### config.mk
export PLATFORM = sky130hd
export DESIGN_NAME = int_request_ctl
export DESIGN_NICKNAME = d
export VERILOG_FILES = /design/src/rtl/int_request_ctl.sv
export SDC_FILE = /design/constraint.sdc
export NUM_CORES = 1
export LEC_CHECK = 0
export BUFFER_PORTS_ARGS = -buffer_cell sky130_fd_sc_hd__buf_2
export CAP_MARGIN = 20
export CORE_MARGIN = 2
export CORE_UTILIZATION = 30
export DETAILED_ROUTE_END_ITERATION = 12
export GPL_TIMING_DRIVEN = 1
export PLACE_DENSITY = 0.56
export SYNTH_ARGS = -nofsm -noshare
export SYNTH_HDL_FRONTEND = slang
export SYNTH_SLANG_ARGS = --single-unit
export TNS_END_PERCENT = 5
### constraint.sdc
create_clock -name clk -period 1.45 [get_ports clk]
set_input_delay 0.145 -clock clk [delete_from_list [all_inputs] [get_ports clk]]
set_output_delay 0.145 -clock clk [all_outputs]
set_load 0.01 [all_outputs]
### src/rtl/int_request_ctl.sv
// Interrupt request controller: NMI/INT arbitration at instruction boundaries, IFF1/IFF2 and IM.
// Optional NMI_GLITCH_FILTER_EN: an NMI edge needs two consecutive high samples after a low one.
module int_request_ctl (
    input  logic       clk,
    input  logic       nreset,
    input  logic       nmi,
    input  logic       intr,
    input  logic       T_last,
    input  logic       instr_end,
    input  logic       ctl_ei,
    input  logic       ctl_di,
    input  logic       ctl_retn,
    input  logic       ctl_im_we,
    input  logic [1:0] im_in,
    input  logic       ack,
    input  logic       svc_done,
    output logic       nmi_req,
    output logic       int_req,
    output logic       in_nmi,
    output logic       in_int,
    output logic       iff1,
    output logic       iff2,
    output logic [1:0] im
);

    typedef enum logic [2:0] {
        StIdle,
        StNmiPend,
        StIntPend,
        StNmiSvc,
        StIntSvc
    } state_e;

    state_e state;
    logic   nmi_q;
    logic   nmi_latch;
    logic   ei_shadow;
    logic   nmi_rise;
    logic   boundary;
    logic   nmi_ack;
    logic   int_ack;

`ifdef NMI_GLITCH_FILTER_EN
    logic nmi_qq;
    assign nmi_rise = nmi && nmi_q && !nmi_qq;
`else
    assign nmi_rise = nmi && !nmi_q;
`endif

    assign boundary = T_last && instr_end;
    assign nmi_ack  = (state == StNmiPend) && ack;
    assign int_ack  = (state == StIntPend) && ack;

    always_ff @(posedge clk) begin
        if (!nreset) begin
            state     <= StIdle;
            nmi_req   <= 1'b0;
            int_req   <= 1'b0;
            in_nmi    <= 1'b0;
            in_int    <= 1'b0;
            iff1      <= 1'b0;
            iff2      <= 1'b0;
            im        <= 2'd0;
            nmi_q     <= 1'b0;
            nmi_latch <= 1'b0;
            ei_shadow <= 1'b0;
`ifdef NMI_GLITCH_FILTER_EN
            nmi_qq    <= 1'b0;
`endif
        end else begin
            nmi_q <= nmi;
`ifdef NMI_GLITCH_FILTER_EN
            nmi_qq <= nmi_q;
`endif
            // Edges arriving while latched are absorbed; the ack consumes the latch.
            if (nmi_ack) begin
                nmi_latch <= 1'b0;
            end else if (nmi_rise) begin
                nmi_latch <= 1'b1;
            end

            unique case (state)
                StIdle: begin
                    if (boundary && nmi_latch) begin
                        state   <= StNmiPend;
                        nmi_req <= 1'b1;
                    end else if (boundary && intr && iff1 && !ei_shadow) begin
                        state   <= StIntPend;
                        int_req <= 1'b1;
                    end
                end
                StNmiPend: begin
                    if (ack) begin
                        state   <= StNmiSvc;
                        nmi_req <= 1'b0;
                        in_nmi  <= 1'b1;
                    end
                end
                StIntPend: begin
                    if (ack) begin
                        state   <= StIntSvc;
                        int_req <= 1'b0;
                        in_int  <= 1'b1;
                    end
                end
                StNmiSvc, StIntSvc: begin
                    if (svc_done) begin
                        state  <= StIdle;
                        in_nmi <= 1'b0;
                        in_int <= 1'b0;
                    end
                end
                default: begin
                    state   <= StIdle;
                    nmi_req <= 1'b0;
                    int_req <= 1'b0;
                    in_nmi  <= 1'b0;
                    in_int  <= 1'b0;
                end
            endcase

            // IFF strobe priority: ack > DI > EI > RETN.
            if (nmi_ack) begin
                iff1 <= 1'b0;
            end else if (int_ack) begin
                iff1 <= 1'b0;
                iff2 <= 1'b0;
            end else if (ctl_di) begin
                iff1 <= 1'b0;
                iff2 <= 1'b0;
            end else if (ctl_ei) begin
                iff1 <= 1'b1;
                iff2 <= 1'b1;
            end else if (ctl_retn) begin
                iff1 <= iff2;
            end

            // Shadow hides INT from exactly one boundary after EI.
            if (ctl_di) begin
                ei_shadow <= 1'b0;
            end else if (ctl_ei) begin
                ei_shadow <= 1'b1;
            end else if (boundary) begin
                ei_shadow <= 1'b0;
            end

            if (ctl_im_we) begin
                im <= (im_in == 2'd3) ? 2'd2 : im_in;
            end
        end
    end

endmodule

==> metrics.md, run 1 <==
| Metric | Value |
|---|---|
| Status | `completed` |
| FP Rows | `17` |
| FF-to-FF setup slack | `0.09 ns` |
| First DRT Iteration DRCs | `4` |
| Worst path buffer plus inverter count | `0` |
| Final Max Tran Viols | `0` |
| Clock skew | `0.0008810 ns` |
| Clock Tree Buf Depth | `2` |
| Die span in x | `52.63 um` |
| Actual slew at the worst max-slew pin | `0.3850 ns` |
| Yosys warning total | `0` |
| Final ANT Viol Nets | `0` |
| Fill cells | `225` |
| Area delta synth->final | `25.22%` |
| Max IR drop VDD | `0.7644 mV` |
| Setup crit end | `state[0]$_SDFFE_PN0P_` |
| Hold Path Class | `input pin to flop` |
| # Post-CTS Setup Buffers | `0` |
| Area share of the largest cell type after synthesis | `39.51%` |
| R2R Path Start | `state[0]$_SDFFE_PN0P_` |
| Final nets | `119` |
| Hold_buf cts | `0` |
| Final TNS setup | `0 ns` |
| GP Congestion | `0.7568` |
| Proportion of layout cells with a drive suffix above 1 | `33.65%` |
| Syn avg cell area | `8.868 um^2` |
| Critical R2R Capture | `state[0]$_SDFFE_PN0P_` |
| First-pass GRT wire length | `2677 um` |
| Critical Path Source | `state[0]$_SDFFE_PN0P_` |
| Final worst setup slack | `0.09170 ns` |
| Most used DFF post-synth | `dfxtp_1` |
| Fin crit share | `93.68%` |
| Register area share after synthesis | `39.51%` |
| Avg WL per Cell | `12.41 um` |
| Final Hold Vio Count | `0` |
| Fmax | `736.2 MHz` |
| Ant. Diodes | `0` |
| Met3 usage | `5.143%` |
| GRT Util Overall | `13.43%` |
| HPWL Detailed | `1257 um` |
| Initial antenna violation count | `0` |
| Core area | `0.002233 mm^2` |
| Yosys cell types | `35` |
| Async S/R FF share, synth | `0%` |
| Clock Tree Root | `clkbuf_4` |
| Met1 Track Usage GR | `16.12%` |
| Final min period | `1.358 ns` |
| Leak | `0.3866 nW` |
| Total gr overflow | `0` |
| Cell Pwr Density | `924.1 mW/mm^2` |
| Worst setup SP type | `flop` |
| Io pins | `22` |
| Setup violations, final | `0` |
| Commonest non-fill, non-tap cell in the layout | `buf_2` |
| Post-Synthesis Cell Area | `709.4 um^2` |
| Routed via count | `689` |
| WL final | `1638 um` |
| Initial core utilization | `31.76%` |
| Total power | `0.8209 mW` |
| Syn nets | `94` |
| GR peak layer | `met2` |
| Pre-CTS WS | `0.09793 ns` |
| CP endpoint kind | `flop` |
| Unrepaired setup endpoints after global routing | `false` |
| Max-Cap Viols | `0` |
| CP top delay family | `flip-flops` |
| Synth area leader | `dfxtp_1` |
| Routed vias/inst | `5.220` |
| CTS Sinks | `14` |
| Seq cells post-synth | `14` |
| Multi-input gate area | `396.6 um^2` |
| CP arrival | `1.54 ns` |
| Die ar. | `0.002770 mm^2` |
| Syn Inst Count | `80` |
| Clock-pin slew on the worst setup and hold paths | `0.09 ns` |
| Critical path class | `flop to flop` |
| H-tree Lvls | `1` |
| Slowest cell on the critical path | `dfxtp_1` |
| Num CTS Buffers | `3` |
| CP Cell Sequence | `mux2_4 -> nor3b_2 -> nor4b_2 -> o221a_1` |
| Top post-synthesis cells by area | `dfxtp_1 (40%), nor2_1 (5.8%), nor2b_1 (5.3%)` |
| Vias in the first global route | `632` |
| Crit path max fanout | `3` |
| Worst slew margin | `74.10%` |
| Worst reg2reg path depth | `4` |
| Critical Path RT | `1.63 ns` |
| DRC viols | `0` |
| CTS tree | `done` |
| Most frequent cells in the layout | `buf_2 (21), dfxtp_1 (13), nor2_1 (11)` |
| Clock latency on the worst-skew pair | `0.28 ns` |
| TritonRoute pass-1 iters | `4` |
| Max stage delay on crit path | `0.39 ns` |
| Pin count of the biggest net entering global routing | `14` |
| EDFF count, synth | `0` |
| Vert. Die Dim | `52.63 um` |
| Register area | `281.5 um^2` |
| Port bufs | `21` |
| Number of cells on the critical path | `4` |
| Met2 Track Usage GR | `22.29%` |
==> worst min-delay path by stage <==
stage	end	startpoint	slack (ns)	cells after the start
2_1_floorplan	ei_shadow$_SDFFE_PP0P_	ctl_ei	0.26	2
3_3_place_gp	nmi_q$_SDFF_PN0_	nmi	0.36	2
3_5_place_dp	nmi_q$_SDFF_PN0_	nmi	0.37	2
4_1_cts	nmi_q$_SDFF_PN0_	nmi	0.08	2
5_1_grt	nmi_q$_SDFF_PN0_	nmi	0.08	2
6_report	nmi_q$_SDFF_PN0_	nmi	0.08	2
==> per-layer routing <==
layer	share of wire, %	vias to the layer above
met4	0.73	0
met5	0	-
met3	6.1	2
met2	48	20
met1	45	328
li1	-	339
==> flip-flops by register name, summed over array words and instances (netlist names) <==
name,cells
nmi_q,1
im,2
int_req,1
iff2,1
state,3
ei_shadow,1
iff1,1
nmi_latch,1
in_int,1
in_nmi,1
nmi_req,1
==> timing repair <==
item | 4_1_cts | 5_1_grt
endpoints found under the setup margin | 0 | 1
resized for setup | 0 | 1
endpoints found under the hold margin | 0 | 0
==> through the flow <==
stage,instances,area [um^2],hold WS (ns),util (%)
after floorplan,80,709.4,0.2624,-
final,132,888.4,0.08165,39.78
after global routing,132,888.4,0.07954,39.78
after CTS,132,887.1,0.08257,39.72
after detailed placement,128,850.8,0.3739,38.10
after global placement,128,850.8,0.3619,38.10
==> where the power goes <==
part	switching [mW]	internal (mW)	total, mW
Sequential	0.0149	0.401	0.416
Clock	0.130	0.153	0.283
Combinational	0.0634	0.0581	0.121
==> kinds of logic after synthesis <==
logic type / Yosys count / share of synthesized area [%]
AO/OA/AOI/OAI: 25 / 25.75
buffers and inverters: 7 / 4.585
flip-flops: 14 / 39.51
multiplexers: 2 / 3.527
AND/OR/NAND/NOR: 32 / 26.63
==> synthesized netlist by cell type, types with 2 or more instances <==
master / n
o22ai_1: 2
and2_1: 2
a21oi_1: 7
o31ai_1: 2
o21ai_0: 2
o221a_1: 2
inv_1: 2
and2b_1: 2
nand2_1: 3
nor3b_2: 2
dfxtp_1: 14
nor2b_1: 6
buf_2: 2
nor2_1: 11
==> layout make-up <==
class                   instances  area share [%]
clock buffers                   4           4.085
inverters                       3           1.268
multi-input cells              59           44.65
flip-flops and latches         14           31.69
well taps                      28           3.944
repair buffers                 24           14.37
==> worst reg2reg max path, delay by kind of cell, from the launching register on <==
family,cells,cell delay [ns]
AOI/OAI and AO/OA,1,0.24
DFF,1,0.39
muxes,1,0.32
and+or+nand+nor,2,0.31
Power figures use the tool's default switching activity.
==> run 2, diff against run 1 <==
- CELL_PAD_IN_SITES_DETAIL_PLACEMENT: unset -> 2
- CELL_PAD_IN_SITES_GLOBAL_PLACEMENT: unset -> 2
- CORE_UTILIZATION: 30 -> 28
- HOLD_SLACK_MARGIN: unset -> 0.06
- PLACE_DENSITY: 0.56 -> 0.8
==> metrics.md, run 2 (synthesized netlist as in run 1, its figures left out) <==
| Metric | Value |
|---|---|
| Top reg by flops | `state` |
| Final Hold Vio Count | `0 (unchanged)` |
| Area delta synth->final | `25.75%` |
| First DRT Iteration DRCs | `9 (+5)` |
| Num CTS Buffers | `3 (unchanged)` |
| Hold_buf cts | `0 (unchanged)` |
| Hold Slack | `0.07784 ns (-0.003807 ns)` |
| # Post-CTS Setup Buffers | `0 (unchanged)` |
| H-tree Lvls | `1 (unchanged)` |
| Ant. Diodes | `0 (unchanged)` |
| Slowest cell on the critical path | `dfxtp_1` |
| Final ANT Viol Nets | `0 (unchanged)` |
| Final Max Tran Viols | `0 (unchanged)` |
| Leak | `0.3871 nW (+0.13%)` |
| Hold Path Class | `input pin to flop` |
| Die span in x | `54.34 um (+3.2%)` |
| Clock-pin slew on the worst setup and hold paths | `0.09 ns (about the same)` |
| Fin crit share | `94.27% (+0.59 points)` |
| Port bufs | `21 (unchanged)` |
| CP top delay family | `flip-flops` |
| Placed cells | `130 (+1.6%)` |
| Vert. Die Dim | `54.34 um (+3.2%)` |
| CP endpoint kind | `flop` |
| Die ar. | `0.002952 mm^2 (+6.6%)` |
| Actual slew at the worst max-slew pin | `0.3697 ns (-0.01530 ns)` |
| Final min period | `1.367 ns (+0.008610 ns)` |
| WL final | `2072 um (+26%)` |
| Fmax | `731.6 MHz (-0.63%)` |
| Avg WL per Cell | `15.46 um (+25%)` |
| Commonest non-fill, non-tap cell in the layout | `buf_2` |
| Worst path buffer plus inverter count | `0 (unchanged)` |
| Resized Gates After CTS | `0 (unchanged)` |
| Cell Pwr Density | `938.7 mW/mm^2 (+1.6%)` |
| Io pins | `22 (unchanged)` |
| Max stage delay on crit path | `0.38 ns (about the same)` |
| FP Rows | `18 (+1)` |
| CTS Sinks | `14 (unchanged)` |
| First-pass GRT wire length | `3408 um (+27%)` |
| Max-Cap Viols | `0 (unchanged)` |
| Clock latency on the worst-skew pair | `0.29 ns (about the same)` |
| Non-Filler Instances | `134 (+1.5%)` |
| CTS tree | `done` |
| Worst setup SP type | `flop` |
| Number of flip-flops under the largest register name | `3 (unchanged)` |
| Setup violations, final | `0 (unchanged)` |
| CP arrival | `1.55 ns (about the same)` |
| DRC viols | `0 (unchanged)` |
| Max IR drop VDD | `0.6162 mV (-19%)` |
| Vias in the first global route | `675 (+6.8%)` |
| CP Cell Sequence | `mux2_4 -> nor3b_2 -> nor4b_2 -> o221a_1` |
| Clock Tree Root | `clkbuf_4` |
| Proportion of layout cells with a drive suffix above 1 | `34.62% (+0.96 points)` |
| TritonRoute pass-1 iters | `4 (unchanged)` |
| Crit path max fanout | `3 (unchanged)` |
| Initial core utilization | `29.17% (-2.6 points)` |
| GRT Util Overall | `16.33% (+2.9 points)` |
| Status | `completed` |
| Initial antenna violation count | `0 (unchanged)` |
| Routed vias/inst | `5.216 (about the same)` |
| Routed via count | `699 (+1.5%)` |
| HPWL Detailed | `1594 um (+27%)` |
| Pin count of the biggest net entering global routing | `14 (unchanged)` |
| Clock Tree Buf Depth | `2 (unchanged)` |
| Critical path class | `flop to flop` |
| Core area | `0.002432 mm^2 (+8.9%)` |
| GP Congestion | `0.7636 (+0.90%)` |
| Largest regs | `state x3, im x2` |
| Total gr overflow | `0 (unchanged)` |
| Total power | `0.8374 mW (+2.0%)` |
| Most frequent cells in the layout | `buf_2 (21), dfxtp_1 (12), nor2_1 (11)` |
| Unrepaired setup endpoints after global routing | `false` |
| Final TNS setup | `0 ns (unchanged)` |
| Clock skew | `0.006634 ns (+0.005753 ns)` |
| Worst slew margin | `75.13% (+1.0 points)` |
| Final nets | `119 (unchanged)` |
| Final core occ | `36.68% (-3.1 points)` |
| Critical Path RT | `1.63 ns (about the same)` |
[run 2: cell counts in the layout (fill, tap and decap cells not counted)]
No cell type changed its count.
[run 2: final timing paths]
check	to	slack, ns	startpoint	cells past startpoint
setup / recovery	state[0]$_SDFFE_PN0P_	0.08	state[0]$_SDFFE_PN0P_	4
hold reg to reg	in_nmi$_SDFFE_PN0P_	0.45	in_nmi$_SDFFE_PN0P_	2
setup reg to reg	state[0]$_SDFFE_PN0P_	0.08	state[0]$_SDFFE_PN0P_	4
hold / removal	nmi_q$_SDFF_PN0_	0.08	nmi	2
[run 2: final cells by class]
class                      instances  area, um^2
fill                             301        1540
multi-input combinational         59       396.6
sequential                        14       282.8
timing repair buffer              24       127.6
tap                               30       37.54
clock buffer                       4       36.28
inverter                           3       11.26
[run 2: routing by layer]
metal / vias to the layer above / track usage [%] / share of wire [%]
met5: - / 0 / 0
met4: 0 / 2.500 / 0.72
met3: 2 / 5.738 / 5.2
met2: 16 / 25.10 / 46
met1: 340 / 22.37 / 48
li1: 341 / - / -
[run 2: power breakdown]
part | total, mW | internal [mW] | switching [mW] | leakage, nW
logic | 0.128 | 0.0582 | 0.0697 | 0.251
registers | 0.416 | 0.402 | 0.0147 | 0.115
clock network | 0.293 | 0.153 | 0.140 | 0.0210
total | 0.837 | 0.613 | 0.225 | 0.387
[run 2: stage by stage]
step           worst slack [ns]  instance area [um^2]
6_report                0.08309                 892.1
5_1_grt                0.001223                 892.1
4_1_cts                 0.06541                 889.6
3_5_place_dp            0.07766                 853.3
3_3_place_gp             0.1480                 853.3
2_1_floorplan            0.1687                 709.4
==> run 3, diff against run 2 <==
==> constraint.sdc (replaced) <==
create_clock -name clk -period 1.45 [get_ports clk]
set_input_delay 0.29 -clock clk [delete_from_list [all_inputs] [get_ports clk]]
set_output_delay 0.29 -clock clk [all_outputs]
set_load 0.01 [all_outputs]
==> metrics.md, run 3 (synthesized netlist as in run 1, its figures left out) <==
| Metric | Value |
|---|---|
| Status | `completed` |
| WL final | `2026 um (-2.2%)` |
| Routed via count | `692 (-1.0%)` |
| Ant. Diodes | `0 (unchanged)` |
| Clock Tree Buf Depth | `2 (unchanged)` |
| Number of flip-flops under the largest register name | `3 (unchanged)` |
| DP Area | `853.3 um^2 (unchanged)` |
| Vias in the first global route | `761 (+13%)` |
| Critical Path RT | `1.63 ns (about the same)` |
| CP Cell Sequence | `mux2_4 -> nor3b_2 -> nor4b_2 -> o221a_1` |
| Fill cells | `289 (-4.0%)` |
| CP top delay family | `flip-flops` |
| Initial core utilization | `29.17% (unchanged)` |
| H-tree Lvls | `1 (unchanged)` |
| Most frequent cells in the layout | `buf_2 (21), dfxtp_1 (12), nor2_1 (11)` |
| Initial antenna violation count | `0 (unchanged)` |
| Clock latency on the worst-skew pair | `0.29 ns (about the same)` |
| Max IR drop VDD | `0.3920 mV (-36%)` |
| GP Congestion | `0.7325 (-4.1%)` |
| Worst path buffer plus inverter count | `0 (unchanged)` |
| Avg WL per Cell | `15.12 um (-2.2%)` |
| Final min period | `1.323 ns (-0.04368 ns)` |
| Actual slew at the worst max-slew pin | `0.4448 ns (+0.07510 ns)` |
| TritonRoute pass-1 iters | `2 (-2)` |
| FP Rows | `18 (unchanged)` |
| Setup violations, final | `0 (unchanged)` |
| Final ANT Viol Nets | `0 (unchanged)` |
| Die ar. | `0.002952 mm^2 (unchanged)` |
| Slowest cell on the critical path | `dfxtp_2` |
| Crit path max fanout | `3 (unchanged)` |
| Hold Path Class | `input pin to flop` |
| Internal power | `0.6136 mW (+0.16%)` |
| Final nets | `119 (unchanged)` |
| Pin count of the biggest net entering global routing | `14 (unchanged)` |
| Sw Ratio | `27.25% (+0.40 points)` |
| Fin area | `892.1 um^2 (unchanged)` |
| Combinational Power Share | `15.2% (about the same)` |
| Final Max Tran Viols | `0 (unchanged)` |
| Final TNS setup | `0 ns (unchanged)` |
| Final Hold Vio Count | `0 (unchanged)` |
| Largest regs | `state x3, im x2` |
| Clock skew | `0.006518 ns (-0.0001165 ns)` |
| Hold_buf cts | `0 (unchanged)` |
| Max-Cap Viols | `0 (unchanged)` |
| Routed vias/inst | `5.164 (-1.0%)` |
| Hold Slack | `0.2227 ns (+0.1449 ns)` |
| Fmax | `755.7 MHz (+3.3%)` |
| Psw | `0.2298 mW (+2.2%)` |
| Top reg by flops | `state` |
| DRC viols | `0 (unchanged)` |
| GRT Util Overall | `16.58% (+0.25 points)` |
| Worst setup SP type | `flop` |
| Max stage delay on crit path | `0.37 ns (about the same)` |
| Area delta synth->final | `25.75% (unchanged)` |
| Clock-pin slew on the worst setup and hold paths | `0.09 ns (about the same)` |
| Unrepaired setup endpoints after global routing | `false` |
| Port bufs | `21 (unchanged)` |
| Flop pwr share | `49.3% (-0.4 points)` |
| CTS Sinks | `14 (unchanged)` |
| Commonest non-fill, non-tap cell in the layout | `buf_2` |
| Pre-CTS WS | `0.06895 ns (-0.008718 ns)` |
| First-pass GRT wire length | `3401 um (-0.21%)` |
| Worst slew margin | `70.08% (-5.1 points)` |
| Final core occ | `36.68% (unchanged)` |
| Final worst setup slack | `0.1268 ns (+0.04368 ns)` |
| Num CTS Buffers | `3 (unchanged)` |
| Leak | `0.3870 nW (about the same)` |
| Cell Pwr Density | `945.4 mW/mm^2 (+0.71%)` |
| Proportion of layout cells with a drive suffix above 1 | `34.62% (unchanged)` |
| Total gr overflow | `0 (unchanged)` |
| Die span in x | `54.34 um (unchanged)` |
| CTS tree | `done` |
| Clock Tree Root | `clkbuf_4` |
| HPWL Detailed | `1550 um (-2.8%)` |
| CP endpoint kind | `flop` |
| CP arrival | `1.51 ns (-0.04 ns)` |
| Clock power frac | `35.5% (+0.5 points)` |
| Core area | `0.002432 mm^2 (unchanged)` |
| First DRT Iteration DRCs | `8 (-1)` |
| Critical path class | `flop to flop` |
| Vert. Die Dim | `54.34 um (unchanged)` |
| Fin crit share | `91.26% (-3.0 points)` |
| Io pins | `22 (unchanged)` |
-- run 3: worst register-to-register path: cells and delay by family, from the launching register on --
kind / cells / cell delay (ns)
mux: 1 / 0.31
flops: 1 / 0.37
compound gates: 1 / 0.24
simple gates: 2 / 0.29
-- run 3: worst paths after layout --
| check | startpoint | endpoint | slack [ns] | cells after the start |
|---|---|---|---|---|
| max | state[0]$_SDFFE_PN0P_ | state[0]$_SDFFE_PN0P_ | 0.13 | 4 |
| min | nmi | nmi_q$_SDFF_PN0_ | 0.22 | 2 |
| max reg2reg | state[0]$_SDFFE_PN0P_ | state[0]$_SDFFE_PN0P_ | 0.13 | 4 |
| min reg2reg | in_nmi$_SDFFE_PN0P_ | in_nmi$_SDFFE_PN0P_ | 0.46 | 2 |
-- run 3: per-layer routing --
metal  up-vias  part of all wire (%)  GRT usage (%)
met2        15                    50          28.31
li1        340                     -              -
met1       333                    44          19.90
met5         -                     0              0
met3         4                   4.7          4.918
met4         0                   1.2          5.000
-- run 3: power by group through the flow --
| stage | clock (mW) | sequential, mW | combinational, mW |
|---|---|---|---|
| CTS | 0.311 | 0.416 | 0.130 |
| detailed placement | 0 | 0.425 | 0.129 |
| floorplan | 0 | 0.424 | 0.0713 |
| global placement | 0 | 0.424 | 0.122 |
| global route | 0.321 | 0.419 | 0.145 |
| finish | 0.300 | 0.416 | 0.128 |
-- run 3: repair_timing --
item	CTS	global route
endpoints found under the hold margin	0	0
setup buffers	0	0
resized for setup	0	2
endpoints found under the setup margin	0	4
-- run 3: area by class of cell --
type	count	area (um^2)	share of cell area [%]
repair buffers	24	127.6	14.31
multi-input cells	59	396.6	44.46
flip-flops and latches	14	282.8	31.70
inverters	3	11.26	1.262
clock buffers	4	36.28	4.067
well taps	30	37.54	4.208
-- run 3: metrics by stage --
step / total power [mW] / instances
global placement: 0.5459 / 130
detailed placement: 0.5537 / 130
global route: 0.8858 / 134
floorplan: 0.4948 / 80
CTS: 0.8572 / 134
finish: 0.8434 / 134
